===== src/rtl/reg_file_nzp.sv =====
// reg_file_nzp
//   LC-3 datapath register file: NUM_REGS x WIDTH storage with two
//   combinational read ports and one synchronous write port, plus the NZP
//   condition-code register and the BEN branch-enable flag. A sequenced
//   clear engine zeroes the file one register per cycle on request.
//
// Parameters
//   WIDTH     data width of each register, of D and of the read outputs
//   NUM_REGS  number of registers (>= 2); AW = $clog2(NUM_REGS)
//
// Ports
//   Clk        in   1      clock, all state updates on posedge
//   Reset      in   1      asynchronous active-low reset
//   LD_REG     in   1      write strobe: R[DR] <= D (ignored while Busy)
//   DR         in   AW     write address
//   SR1, SR2   in   AW     read addresses
//   D          in   WIDTH  write data and condition-code source
//   LD_CC      in   1      load NZP from D (ignored while Busy)
//   LD_BEN     in   1      load BEN <= |(IR_nzp & NZP), uses pre-edge NZP
//   IR_nzp     in   3      branch-condition mask IR[11:9]
//   Clear_Req  in   1      start clear sequence (sampled only in IDLE)
//   SR1_Out    out  WIDTH  R[SR1], 0 for out-of-range address
//   SR2_Out    out  WIDTH  R[SR2], 0 for out-of-range address
//   NZP_Out    out  3      {N,Z,P}
//   BEN_Out    out  1      branch enable
//   Busy       out  1      high while the clear sequence runs
//
// Build option
//   REGFILE_BYPASS_EN  when defined, a read of the register being written in
//                      the same cycle returns D (write-through); otherwise
//                      reads always return stored contents.

module reg_file_nzp #(
  parameter  int WIDTH    = 16,
  parameter  int NUM_REGS = 8,
  localparam int AW       = $clog2(NUM_REGS)
) (
  input  logic             Clk,
  input  logic             Reset,
  input  logic             LD_REG,
  input  logic [AW-1:0]    DR,
  input  logic [AW-1:0]    SR1,
  input  logic [AW-1:0]    SR2,
  input  logic [WIDTH-1:0] D,
  input  logic             LD_CC,
  input  logic             LD_BEN,
  input  logic [2:0]       IR_nzp,
  input  logic             Clear_Req,
  output logic [WIDTH-1:0] SR1_Out,
  output logic [WIDTH-1:0] SR2_Out,
  output logic [2:0]       NZP_Out,
  output logic             BEN_Out,
  output logic             Busy
);

  typedef enum logic [0:0] {
    IDLE  = 1'b0,
    CLEAR = 1'b1
  } state_t;

  state_t           state_q, state_d;
  logic [AW-1:0]    cnt_q, cnt_d;
  logic [WIDTH-1:0] regs_q [NUM_REGS];
  logic [WIDTH-1:0] regs_d [NUM_REGS];
  logic [2:0]       nzp_q, nzp_d;
  logic             ben_q, ben_d;

  logic             busy;
  logic             wr_en;
  logic             cnt_last;
  logic             cc_n, cc_z, cc_p;

  function automatic logic in_range(input logic [AW-1:0] a);
    return ({1'b0, a} < (AW+1)'(NUM_REGS));
  endfunction

  assign busy     = (state_q == CLEAR);
  assign wr_en    = LD_REG && !busy && in_range(DR);
  assign cnt_last = (cnt_q == AW'(NUM_REGS - 1));

  assign cc_n = D[WIDTH-1];
  assign cc_z = (D == '0);
  assign cc_p = !cc_n && !cc_z;

  // Clear engine: entering CLEAR resets the counter, each CLEAR edge zeroes
  // R[cnt]; the edge that zeroes the last register returns to IDLE, so Busy
  // is high for exactly NUM_REGS cycles.
  always_comb begin
    state_d = state_q;
    cnt_d   = cnt_q;
    unique case (state_q)
      IDLE: begin
        if (Clear_Req) begin
          state_d = CLEAR;
          cnt_d   = '0;
        end
      end
      CLEAR: begin
        if (cnt_last) begin
          state_d = IDLE;
          cnt_d   = '0;
        end else begin
          cnt_d = cnt_q + AW'(1);
        end
      end
      default: begin
        state_d = IDLE;
        cnt_d   = '0;
      end
    endcase
  end

  // Writes and clears never coincide: writes need !busy, clears need busy.
  // A write in the same IDLE cycle as Clear_Req lands and is later cleared.
  always_comb begin
    for (int unsigned i = 0; i < NUM_REGS; i++) begin
      regs_d[i] = regs_q[i];
    end
    if (wr_en) begin
      regs_d[DR] = D;
    end
    if (busy) begin
      regs_d[cnt_q] = '0;
    end
  end

  always_comb begin
    nzp_d = nzp_q;
    ben_d = ben_q;
    if (LD_CC && !busy) begin
      nzp_d = {cc_n, cc_z, cc_p};
    end
    // BEN samples the registered NZP, so a simultaneous LD_CC is not seen.
    if (LD_BEN) begin
      ben_d = |(IR_nzp & nzp_q);
    end
  end

  always_ff @(posedge Clk or negedge Reset) begin
    if (!Reset) begin
      state_q <= IDLE;
      cnt_q   <= '0;
      nzp_q   <= '0;
      ben_q   <= 1'b0;
      for (int unsigned i = 0; i < NUM_REGS; i++) begin
        regs_q[i] <= '0;
      end
    end else begin
      state_q <= state_d;
      cnt_q   <= cnt_d;
      nzp_q   <= nzp_d;
      ben_q   <= ben_d;
      for (int unsigned i = 0; i < NUM_REGS; i++) begin
        regs_q[i] <= regs_d[i];
      end
    end
  end

  always_comb begin
    SR1_Out = in_range(SR1) ? regs_q[SR1] : '0;
    SR2_Out = in_range(SR2) ? regs_q[SR2] : '0;
`ifdef REGFILE_BYPASS_EN
    if (wr_en && (DR == SR1)) begin
      SR1_Out = D;
    end
    if (wr_en && (DR == SR2)) begin
      SR2_Out = D;
    end
`endif
  end

  assign NZP_Out = nzp_q;
  assign BEN_Out = ben_q;
  assign Busy    = busy;

endmodule


===== config.mk =====
export PLATFORM = sky130hd
export DESIGN_NAME = reg_file_nzp
export DESIGN_NICKNAME = d
export VERILOG_FILES = /design/src/rtl/reg_file_nzp.sv
export SDC_FILE = /design/constraint.sdc
export NUM_CORES = 1
export LEC_CHECK = 0
export ABC_CLOCK_PERIOD_IN_PS = 3300
export BUFFER_PORTS_ARGS = -buffer_cell sky130_fd_sc_hd__buf_2
export CAP_MARGIN = 20
export CORE_MARGIN = 4
export CORE_UTILIZATION = 36
export DETAILED_ROUTE_END_ITERATION = 8
export PLACE_DENSITY = 0.6
export SLEW_MARGIN = 15
export SYNTH_ARGS = -nofsm -noshare
export SYNTH_HDL_FRONTEND = slang
export SYNTH_SLANG_ARGS = --single-unit
export TNS_END_PERCENT = 30

===== constraint.sdc =====
create_clock -name Clk -period 3.3 [get_ports Clk]
set_input_delay 0.165 -clock Clk [delete_from_list [all_inputs] [get_ports Clk]]
set_output_delay 0.165 -clock Clk [all_outputs]
set_load 0.005 [all_outputs]

==> flow_summary_export.csv, run 1 <==
group,metric,value,unit
run_status,status,"finished clean",
power_and_ir_drop,p_switching,2.496,mW
power_and_ir_drop,p_int,4.658,mW
power_and_ir_drop,p_comb_share,33.3,%
logic_synthesis,mappedNetlistNets,803,
logic_synthesis,ys_seq_area_share,41.95,%
floorplan,dieWidth,158.1,µm
finish,final_nets,825,
min_path,worstHoldStart,"IR_nzp[2]",
grt,grtUsageTotal,21.79,%
clocking,root_buffer,"clkbuf_16",
floorplan,io_pins,71,
floorplan,initial_core_util,36.83,%
logic_synthesis,synth-edff-count,0,
place,portBuffers,70,
power_and_ir_drop,switching_share,34.89,%
drt,drt_iter0_drc,769,
clocking,clk_pin_slew,0.06,ns
critical_path,rr_worst_depth,4,
power_and_ir_drop,seq_power_share,38.4,%
min_path,whs_endpoint,"BEN_Out$_DFFE_PN0P_",
critical_path,worst_setup_path_end_kind,"register",
drt,dr.pass1.iters,5,
timing,slew_headroom,44.27,%
logic_synthesis,ys_types,33,
critical_path,reg2reg_slack,1.21,ns
place,place_hpwl,15810,µm
min_path,hp-class,"in2reg",
drt,drc,0,
clocking,clock-sinks,136,
grt,overflow,0,
drt,ant_nets,0,
clocking,cts_resized,0,
timing,rsz0062_at_grt,"false",
drt,wire_per_inst,24.93,µm
timing,maxSlewViolCount,0,
grt,grt_pass1_vias,6698,
power_and_ir_drop,irDropWorstVdd,670.9,µV
timing,finalWorstSetupSlack,1.210,ns
min_path,min_path_cells,3,
critical_path,r2r-end,"regs_q[121]$_DFF_PN0_",
clocking,ctsHoldBuffers,3,
timing,finalCritPeriodShare,63.33,%
power_and_ir_drop,pwr_density_cell,772.0,nW/µm²
timing,clock_skew,0.006000,ns
drt,vias,6921,
timing,tightest_slew,0.8360,ns
finish,syn2layout_area_growth,14.24,%
critical_path,worstPathRequired,3.63,ns
logic_synthesis,synth_seq_cells,136,
critical_path,path_max_fanout,29,
clocking,cts_made_buffers,17,
logic_synthesis,syn_area,8113,µm²
clocking,clk_latency,0.41,ns
clocking,clockBufferDepth,2,
critical_path,cp-start-kind,"register",
timing,tns,0,ns
critical_path,arrival,2.42,ns
floorplan,die_y,158.1,µm
power_and_ir_drop,power_frac_clock,28.3,%
floorplan,fp-row-count,54,
grt,grt_first_pass_wirelength,41600,µm
timing,fmaxAchievable,478.5,MHz
drt,drt-total-wl,26980,µm
clocking,cts_tree,"yes",
timing,fin_crit,2.090,ns
critical_path,timing.rr.start,"Busy$_DFF_PN0_",
finish,diodes,0,
timing,hold_violations,0,
place,place_ws,1.230,ns
place,gp_congestion,0.7914,
timing,finalSetupViolations,0,
finish,fill_cells,2101,
logic_synthesis,avgSynthCellArea,10.58,µm²
logic_synthesis,ys_warn_count,0,
grt,grt_antenna_before_repair,2,
finish,drive_gt1_share,22.94,%
critical_path,critical_path_class,"reg2reg",
logic_synthesis,yosys_most_used_dff,"dfrtp_1",
grt,grt_max_degree,71,
job,cap_violations,0,
logic_synthesis,synthArstFlopShare,100.0,%
floorplan,fp.coreArea,22030,µm²
drt,avgViaCountPerCell,6.396,
logic_synthesis,postSynthCellCount,767,
power_and_ir_drop,leakage,4.089,nW
clocking,ctsHtreeMaxLevel,4,
clocking,post_cts_buffers,0,
floorplan,dieArea,25000,µm²
power by group through the flow:
stage	Clock, mW	Sequential [mW]	Combinational, mW
after floorplan	0	2.56	1.63
after global placement	0	2.73	2.30
after detailed placement	0	2.76	2.35
after CTS	2.06	2.73	2.36
after global routing	2.13	2.83	2.59
final	2.03	2.75	2.38
per-layer routing:
metal / track usage, % / part of all wire, % / up-vias / routed length, µm
li1: - / - / 2978 / -
met1: 32.43 / 44 / 3498 / 11800
met2: 32.13 / 45 / 406 / 12050
met3: 5.686 / 10 / 35 / 2769
met4: 4.793 / 1.3 / 4 / 338
met5: 0 / 0.078 / - / 21
worst max-delay path: stages, from the launching register on:
cell,delay [ns]
dfrtp_1,0.66
or2_2,0.64
buf_4,0.38
o21ai_0,0.13
a21oi_1,0.17
registers in the layout, indices dropped and copies added, names as in the netlist:
signal   flops
Busy         1
regs_q     128
BEN_Out      1
NZP_Out      3
cnt_q        3
cells in the mapped netlist (2+ instances only):
cell | n | area, µm²
a21oi_1 | 129 | 645.6
and3b_1 | 2 | 17.52
buf_1 | 5 | 18.77
buf_2 | 29 | 145.1
buf_6 | 8 | 90.09
clkbuf_1 | 57 | 214.0
dfrtp_1 | 136 | 3403
ha_1 | 2 | 25.02
inv_1 | 2 | 7.510
mux2_2 | 33 | 371.6
mux4_1 | 51 | 1340
mux4_2 | 13 | 292.8
nand2_1 | 5 | 18.77
nand2b_1 | 8 | 50.05
nand3_1 | 129 | 645.6
nand3b_1 | 2 | 15.01
nor2_1 | 8 | 30.03
nor4_1 | 4 | 25.02
o21ai_0 | 123 | 615.6
o21ai_1 | 8 | 40.04
through the flow:
stage	total power, mW	hold WS (ns)	area, µm²	utilization, %	instances
floorplan	4.183	-0.1306	8113	-	767
global placement	5.033	0.2215	8610	39.09	1047
detailed placement	5.104	0.2191	8610	39.09	1047
CTS	7.156	0.04631	9268	42.08	1082
global route	7.544	0.08261	9268	42.08	1082
finish	7.154	0.06462	9268	42.08	1082
layout by cell type (no fill, tap or decap), types with 3 or more instances in the layout:
cell type	synthesis	layout
dfrtp_1	136	136
mux4_2	13	13
nand2_1	5	5
dlygate4sd3_1	0	3
clkinv_4	0	6
buf_2	29	69
nand2b_1	8	7
clkbuf_16	0	17
o21ai_1	8	8
nand3_1	129	129
mux4_1	51	51
nor4_1	4	4
bufinv_16	0	4
o21ai_0	123	123
buf_4	0	28
a21oi_1	129	129
nor2_1	8	8
mux2_2	33	33
cell families (layout without fill, tap and decap cells):
kind of cell / Yosys count / count (layout) / synth area share, %
AO/OA/AOI/OAI: 264 / 264 / 16.46
adder cells (fa/ha/maj): 2 / 2 / 0.3084
buffers and inverters: 101 / 136 / 5.861
flip-flops: 136 / 136 / 41.95
multiplexers: 97 / 97 / 24.71
AND/OR/NAND/NOR: 167 / 167 / 10.72
area by class of cell:
type                    instances  area (µm²)  area share [%]
multi-input cells             530        4262           45.98
flip-flops and latches        136        3403           36.72
repair buffers                102       616.8           6.656
clock buffers                  18       429.2           4.631
well taps                     280       350.3           3.780
clock inverters                14       198.9           2.147
inverters                       2       7.507         0.08100
worst max-delay path by stage:
stage,to,slack (ns),from
global placement,SR2_Out[13],1.24,SR2[0]
CTS,SR2_Out[13],1.22,SR2[0]
finish,regs_q[121]$_DFF_PN0_,1.21,Busy$_DFF_PN0_
floorplan,regs_q[117]$_DFF_PN0_,1.87,cnt_q[0]$_DFFE_PN0P_
detailed placement,SR2_Out[13],1.23,SR2[0]
global route,regs_q[121]$_DFF_PN0_,1.10,Busy$_DFF_PN0_
No activity file was read; power rests on OpenSTA's default activity.
==> inputs of run 2 (changes only) <==
- ABC_CLOCK_PERIOD_IN_PS: 3300 -> 2100
- clock period: 3.3 -> 2.1 ns (I/O delays scaled with it)
==> run 2 against run 1 <==
Net effect: critical path depth decreased by 1; total power increased by 59%; critical path type is now reg2out; die area stayed put; non-clock buffer count up 8; critical endpoint is now SR1_Out[3]; global-route usage down 0.072 points; design area up 1.7%; register-to-register slack worse by 0.81 ns.
==> flow_summary_export.csv, run 2 (synthesis results as in run 1) <==
group,metric,value,unit
finish,largest_reg_flops,128,
grt,grt_antenna_before_repair,0,
drt,wire_per_inst,24.85,µm
clocking,clock-sinks,136,
place,gp_congestion,0.7796,
drt,vias,7008,
floorplan,dieWidth,158.1,µm
critical_path,arrival,1.80,ns
finish,layout_common_cells,"dfrtp_1, nand3_1, a21oi_1",
clocking,clk_latency,0.43,ns
grt,grt_max_degree,65,
timing,tightest_slew,0.6997,ns
timing,finalCritPeriodShare,90.76,%
min_path,hp-class,"in2reg",
critical_path,worst_setup_path_end_kind,"output pin",
floorplan,initial_core_util,36.83,%
timing,hold_violations,0,
finish,finalNonFillerCells,1090,
finish,final_common_cell,"dfrtp_1",
drt,avgViaCountPerCell,6.429,
grt,grt_first_pass_wirelength,41300,µm
timing,slew_headroom,53.35,%
finish,post-route-util,42.80,%
timing,finalWorstSetupSlack,0.1941,ns
clocking,cts_resized,0,
drt,drc,0,
grt,grtUsageTotal,21.72,%
timing,fin_crit,1.906,ns
place,placed_area,8748,µm²
critical_path,critical_path_class,"reg2out",
clocking,clockBufferDepth,2,
place,place_hpwl,15560,µm
critical_path,path_max_fanout,3,
place,portBuffers,70,
clocking,cts_tree,"yes",
grt,overflow,0,
clocking,ctsHtreeMaxLevel,4,
floorplan,fp-row-count,54,
clocking,ctsHoldBuffers,4,
clocking,root_buffer,"clkbuf_16",
grt,grt_pass1_vias,6796,
drt,drt-total-wl,27090,µm
clocking,post_cts_buffers,0,
floorplan,io_pins,71,
critical_path,worstPathRequired,2.00,ns
floorplan,dieArea,25000,µm²
place,dp.cells,1054,
finish,syn2layout_area_growth,16.21,%
power_and_ir_drop,irDropWorstVdd,772.0,µV
timing,tns,0,ns
drt,ant_nets,0,
timing,fmaxAchievable,524.7,MHz
finish,drive_gt1_share,23.58,%
power_and_ir_drop,pwr_density_cell,1206,nW/µm²
floorplan,die_y,158.1,µm
finish,finalInstanceArea,9428,µm²
critical_path,rr_worst_depth,4,
timing,clock_skew,0.01071,ns
finish,top_register,"regs_q",
power_and_ir_drop,leakage,4.162,nW
min_path,min_path_cells,3,
floorplan,fp.coreArea,22030,µm²
timing,rsz0062_at_grt,"false",
clocking,cts_made_buffers,17,
run_status,status,"finished clean",
drt,drt_iter0_drc,873,
drt,dr.pass1.iters,5,
job,cap_violations,0,
critical_path,cp-start-kind,"register",
timing,finalSetupViolations,0,
finish,diodes,0,
clocking,clk_pin_slew,0.07,ns
timing,maxSlewViolCount,0,
finish,final_nets,833,
timing,final.hold.worst_slack,0.01859,ns
place,place_ws,0.4205,ns
power_and_ir_drop,finalPower,11.37,mW
[run 2: cell count changes in the layout (fill, tap and decap cells not counted), sizes merged]
cell         delta
buf             +7
clkbuf          +2
clkinv          -2
clkinvlp        +1
dlygate4sd3     +1
inv             -1
[run 2: routing by layer]
metal / wire, µm / GRT usage, % / vias to the layer above
li1: - / - / 2991
met1: 11620 / 32.03 / 3493
met2: 11890 / 31.20 / 478
met3: 3086 / 6.643 / 46
met4: 489 / 5.686 / 0
met5: 0 / 0 / -
[run 2: path summary, 6_finish.rpt]
kind / slack (ns) / end / start
min in group asynchronous: 0.16 / regs_q[38]$_DFF_PN0_ / Reset
setup / recovery: 0.19 / SR1_Out[3] / regs_q[99]$_DFF_PN0_
max in group asynchronous: 1.19 / regs_q[114]$_DFF_PN0_ / Reset
hold reg to reg: 0.53 / NZP_Out[1]$_DFFE_PN0P_ / NZP_Out[1]$_DFFE_PN0P_
hold / removal: 0.02 / regs_q[52]$_DFF_PN0_ / D[4]
setup reg to reg: 0.40 / regs_q[123]$_DFF_PN0_ / Busy$_DFF_PN0_
[run 2: cell type report]
| class | instances | area [µm²] |
|---|---|---|
| inverters | 2 | 7.507 |
| repair buffers | 110 | 767.0 |
| fillers | 2077 | 12600 |
| clock inverters | 12 | 172.7 |
| well taps | 280 | 350.3 |
| clock buffers | 20 | 466.7 |
| flip-flops and latches | 136 | 3403 |
| multi-input cells | 530 | 4260 |
[run 2: power breakdown]
part / internal [mW] / switching, mW / total, mW
sequential: 3.58 / 0.712 / 4.29
combinational: 1.80 / 2.01 / 3.81
clock: 2.08 / 1.20 / 3.28
total: 7.45 / 3.92 / 11.4
[run 2: worst max-delay path, cell delays in order, from the launching register on]
cell,delay [ns]
dfrtp_1,0.39
mux4_1,0.55
mux2_2,0.30
buf_2,0.13
